<file path="config.mk">
export PLATFORM = sky130hd
export DESIGN_NAME = user_input_fifo
export DESIGN_NICKNAME = d
export VERILOG_FILES = /design/src/rtl/user_input_fifo.sv
export SDC_FILE = /design/constraint.sdc
export NUM_CORES = 1
export LEC_CHECK = 0
export CAP_MARGIN = 20
export CORE_AREA = 4 4 230 232
export CTS_CLUSTER_DIAMETER = 50
export DETAILED_ROUTE_END_ITERATION = 12
export DIE_AREA = 0 0 234 236
export PLACE_DENSITY = 0.6
export SYNTH_ARGS = -nofsm -noshare
export SYNTH_HDL_FRONTEND = slang
export SYNTH_SLANG_ARGS = --single-unit
</file>
<file path="constraint.sdc">
create_clock -name clk -period 9.3 [get_ports clk]
set_input_delay 1.86 -clock clk [delete_from_list [all_inputs] [get_ports clk]]
set_output_delay 1.86 -clock clk [all_outputs]
set_load 0.005 [all_outputs]
</file>
<file path="src/rtl/user_input_fifo.sv">
// user_input_fifo: valid/ack buffered FIFO between a leaf interface and a user kernel input stream
module user_input_fifo #(
  parameter int PAYLOAD_BITS      = 32,
  parameter int DEPTH_BITS        = 4,
  parameter int ALMOST_FULL_LEVEL = 12
) (
  input  logic                    clk,
  input  logic                    reset,
  input  logic [PAYLOAD_BITS-1:0] din_leaf_interface2fifo,
  input  logic                    vld_interface2fifo,
  output logic                    ack_fifo2interface,
  output logic [PAYLOAD_BITS-1:0] dout_fifo2user,
  output logic                    vld_fifo2user,
  input  logic                    ack_user2fifo,
  input  logic                    flush,
  output logic [DEPTH_BITS:0]     count,
  output logic                    almost_full
);
  localparam logic [DEPTH_BITS:0] FULL = (DEPTH_BITS+1)'(1 << DEPTH_BITS);
  localparam logic [DEPTH_BITS:0] AF   = (DEPTH_BITS+1)'(ALMOST_FULL_LEVEL);
  logic [PAYLOAD_BITS-1:0] mem [1 << DEPTH_BITS];
  logic [DEPTH_BITS-1:0]   wr_ptr_q, wr_ptr_d, rd_ptr_q, rd_ptr_d;
  logic [DEPTH_BITS:0]     count_q, count_d;
  logic                    wr, rd;
  // handshakes and outputs; reset gating keeps ack low while held in reset
  always_comb begin
    ack_fifo2interface = reset && (count_q != FULL) && !flush;
    vld_fifo2user      = count_q != '0;
    wr                 = vld_interface2fifo && ack_fifo2interface;
    rd                 = vld_fifo2user && ack_user2fifo && !flush;
    dout_fifo2user     = vld_fifo2user ? mem[rd_ptr_q] : '0;
    count              = count_q;
    almost_full        = count_q >= AF;
  end
  // next pointer and occupancy; flush clears everything and discards transfers
  always_comb begin
    wr_ptr_d = flush ? '0 : wr_ptr_q + DEPTH_BITS'(wr);
    rd_ptr_d = flush ? '0 : rd_ptr_q + DEPTH_BITS'(rd);
    count_d  = flush ? '0 : count_q + (DEPTH_BITS+1)'(wr) - (DEPTH_BITS+1)'(rd);
  end
  // state registers with asynchronous active-low reset
  always_ff @(posedge clk or negedge reset) begin
    if (!reset) begin
      wr_ptr_q <= '0;
      rd_ptr_q <= '0;
      count_q  <= '0;
    end else begin
      wr_ptr_q <= wr_ptr_d;
      rd_ptr_q <= rd_ptr_d;
      count_q  <= count_d;
    end
  end
  // storage array, not reset; stale words are masked by count
  always_ff @(posedge clk) begin
    if (wr) mem[wr_ptr_q] <= din_leaf_interface2fifo;
  end
endmodule

</file>
==> impl_metrics.sql <==
INSERT INTO impl_metrics (metric_group, metric, value, unit) VALUES
('synth', 'synthesis.instances', '881', ''),
('clock_network', 'clock-sinks', '525', ''),
('die', 'die-area', '0.05522', 'mm2'),
('route', 'drt_pass1_iterations', '4', ''),
('route', 'remaining_antenna_violation_count', '0', ''),
('clock_network', 'clkLatencyLatePin', '0.59', 'ns'),
('clock_network', 'cts.reportedPaths.clkPinSlew', '0.06', 'ns'),
('clock_network', 'number_of_instances_resized_during_post_cts_repair', '0', ''),
('sta', 'timing.slew.headroom', '0.4014', ''),
('route', 'wirelength', '40240', 'um'),
('grt', 'grt_pass1_wl', '61710', 'um'),
('die', 'floorplan.io_pins', '77', ''),
('synth', 'yosys_register_bits', '525', ''),
('route', 'viasPerCell', '5.324', ''),
('place', 'dp_slack', '3.475', 'ns'),
('layout', 'diodes', '0', ''),
('layout', 'num-fill-cells', '4165', ''),
('synth', 'syn-mean-instance-area', '22.97', 'um2'),
('clock_network', 'cts_tree', 'built', ''),
('worst_setup_path', 'cp_slowest_cell', 'dfrtp_4', ''),
('worst_setup_path', 'cp-startpoint', 'rd_ptr_q[0]', ''),
('synth', 'synthArstFlopShare', '0.02476', ''),
('sta', 'max_freq', '169.0', 'MHz'),
('grt', 'antenna_found_initial', '0', ''),
('worst_hold_path', 'min_path_type', 'flip-flop to flip-flop', ''),
('place', 'place.port_buffers', '76', ''),
('sta', 'fin_worst_setup_slack', '3.382', 'ns'),
('die', 'die-height', '236', 'um'),
('sta', 'setup_tns', '0', 'ns'),
('worst_setup_path', 'r2r_setup_slack', '5.54', 'ns'),
('power_and_ir_drop', 'ir_worst_vdd', '127.1', 'uV'),
('die', 'initial_util', '0.3968', ''),
('sta', 'period_minus_slack', '5.918', 'ns'),
('clock_network', 'cts_root_buf', 'clkbuf_16', ''),
('layout', 'regArea', '0.01571', 'mm2'),
('worst_setup_path', 'reg2reg_to', 'mem[0][13]', ''),
('layout', 'net_count_final', '1044', ''),
('route', 'detailroute.via_count', '9147', ''),
('worst_setup_path', 'critical_path.endpoint_type', 'output pin', ''),
('die', 'core-area', '0.05099', 'mm2'),
('worst_setup_path', 'timing.critical_path.fanout_max', '40', ''),
('place', 'dpl.hpwl', '22510', 'um'),
('worst_setup_path', 'timing.rr.start', 'count[2]', ''),
('grt', 'groute.usage.overall', '0.1478', ''),
('run', 'cap_viol_max_count', '0', ''),
('clock_network', 'cts_post_setup_buffers_inserted', '0', ''),
('worst_setup_path', 'critical_path_data_arrival_time', '4.06', 'ns'),
('place', 'routabilityCongestion', '0.6935', ''),
('synth', 'dominantRegCellSynth', 'edfxtp_1', ''),
('power_and_ir_drop', 'power.static_leakage', '7.270', 'nW'),
('worst_setup_path', 'ff2ff_path_depth', '7', ''),
('power_and_ir_drop', 'power_per_cell_area', '238.9', 'mW/mm2'),
('worst_setup_path', 'critPathCapture', 'dout_fifo2user[29]', ''),
('worst_hold_path', 'hp-start', 'wr_ptr_q[2]', ''),
('die', 'placementRows', '83', ''),
('route', 'drtIter0Drc', '660', ''),
('synth', 'mappedNetlistArea', '0.02023', 'mm2'),
('layout', 'post-route-util', '0.4666', ''),
('synth', 'synth.yosys.warnings', '0', ''),
('clock_network', 'cts_max_path_buffers', '3', ''),
('layout', 'post_route_cells_drive_above_1_share', '0.2534', ''),
('sta', 'worst_slew_pin_slew', '0.8930', 'ns'),
('grt', 'first_global_vias', '9871', ''),
('synth', 'distinct_cell_type_count_after_synthesis', '36', ''),
('layout', 'multiInputGateArea', '0.004333', 'mm2'),
('worst_setup_path', 'timing.setup.critical_path_class', 'flip-flop to output pin', ''),
('sta', 'worst_clock_skew', '0.01464', 'ns'),
('sta', 'final-hold-violation-count', '0', ''),
('clock_network', 'cts_inserted_buffers', '54', ''),
('clock_network', 'post_cts_hold_fix_bufs', '0', ''),
('run_status', 'run_status', 'finished clean', '');
[worst max-delay path: cells and delay by family (launching register included)]
| kind | cells | cell delay (ns) |
|---|---|---|
| AOI/OAI and AO/OA | 1 | 0.30 |
| DFF | 1 | 0.96 |
| and+or+nand+nor | 1 | 0.07 |
| muxes | 2 | 0.83 |
| buffers and inverters | 2 | 1.22 |
[cells in the mapped netlist (2+ instances only)]
master / count / area (um2)
nand3_1: 2 / 10.01
a221o_1: 33 / 330.3
ha_1: 12 / 150.1
buf_6: 6 / 67.56
nor2_1: 15 / 56.30
nor3_1: 41 / 205.2
nor2b_1: 5 / 31.28
nor3b_1: 2 / 15.01
nand2b_1: 4 / 25.02
edfxtp_1: 512 / 15370
buf_2: 9 / 45.04
buf_1: 2 / 7.510
mux4_2: 128 / 2883
mux2i_1: 31 / 310.3
dfrtp_1: 13 / 325.3
nand2_1: 2 / 7.510
a21oi_1: 2 / 10.01
nor4_1: 2 / 12.51
xor2_1: 3 / 26.28
xnor2_1: 3 / 26.28
clkbuf_1: 25 / 93.84
inv_1: 9 / 33.78
buf_4: 7 / 52.55
[cell type report]
cell class	instances	area share
repair buffers	106	0.04301
clock inverters	35	0.01788
multi-input cells	297	0.1821
flip-flops and latches	525	0.6603
well taps	680	0.03576
clock buffers	65	0.05942
inverters	10	0.001578
[how the worst min path moves through the flow]
stage / endpoint / slack [ns] / cells past startpoint
final: wr_ptr_q[2] / 0.64 / 2
after detailed placement: wr_ptr_q[2] / 0.63 / 2
after floorplan: wr_ptr_q[2] / 0.56 / 2
after global routing: wr_ptr_q[2] / 0.69 / 2
after global placement: wr_ptr_q[2] / 0.62 / 2
after CTS: wr_ptr_q[2] / 0.65 / 2
[through the flow]
step                      std cells  power (W)  instance area (um2)
after floorplan                 881   0.003182                20230
after global placement         1616   0.003534                21910
after detailed placement       1618   0.003536                21950
after CTS                      1718   0.005756                23790
after global routing           1718   0.005915                23790
final                          1718   0.005684                23790
[logic make-up (layout without fill, tap and decap cells)]
logic type                 Yosys count  after routing  synth area share
buffers and inverters               59            216           0.01503
xor gates and xnor gates             6              6          0.002598
AOI/OAI and AO/OA                   37             37           0.01756
DFF                                525            525            0.7759
muxes                              160            160            0.1584
adders and majority gates           13             13          0.008409
and+or+nand+nor                     81             81           0.02214
[per-layer routing]
metal | wire, um | vias to the layer above | global-route usage
met5 | 0 | - | 0
met4 | 712 | 0 | 0.03619
met3 | 1702 | 58 | 0.02862
met2 | 20190 | 173 | 0.2469
met1 | 17640 | 4929 | 0.2016
li1 | - | 3987 | -
[power breakdown]
group | switching, W | internal, W | leakage, nW
registers | 0.0000508 | 0.00262 | 4.77
clock network | 0.000884 | 0.00134 | 0.891
logic | 0.000354 | 0.000443 | 1.60
[state kept, by name, summed over array words and instances (netlist names)]
signal and count:
wr_ptr_q 4, mem 512, count 5, rd_ptr_q 4
[cells in the final DEF, fill, tap and decap left out, types with 2 or more instances in the layout]
cell,n
ha_1,12
nand2b_1,4
inv_6,2
nor2_4,6
clkbuf_16,55
nand2_1,2
dfrtp_2,2
buf_12,3
clkbuf_1,10
clkinvlp_4,3
nor3_1,33
dfrtp_1,9
clkinv_2,9
xnor2_1,3
a221o_1,33
buf_4,27
clkinv_8,2
nor4_2,2
a21oi_1,2
clkinv_1,10
mux2i_1,31
nor3_2,8
inv_1,9
edfxtp_1,512
bufinv_16,9
dfrtp_4,2
clkdlybuf4s50_1,76
nor2_1,9
mux4_2,128
nand3_1,2
xor2_1,3
nor2b_1,5
No activity file was read; power rests on OpenSTA's default activity.
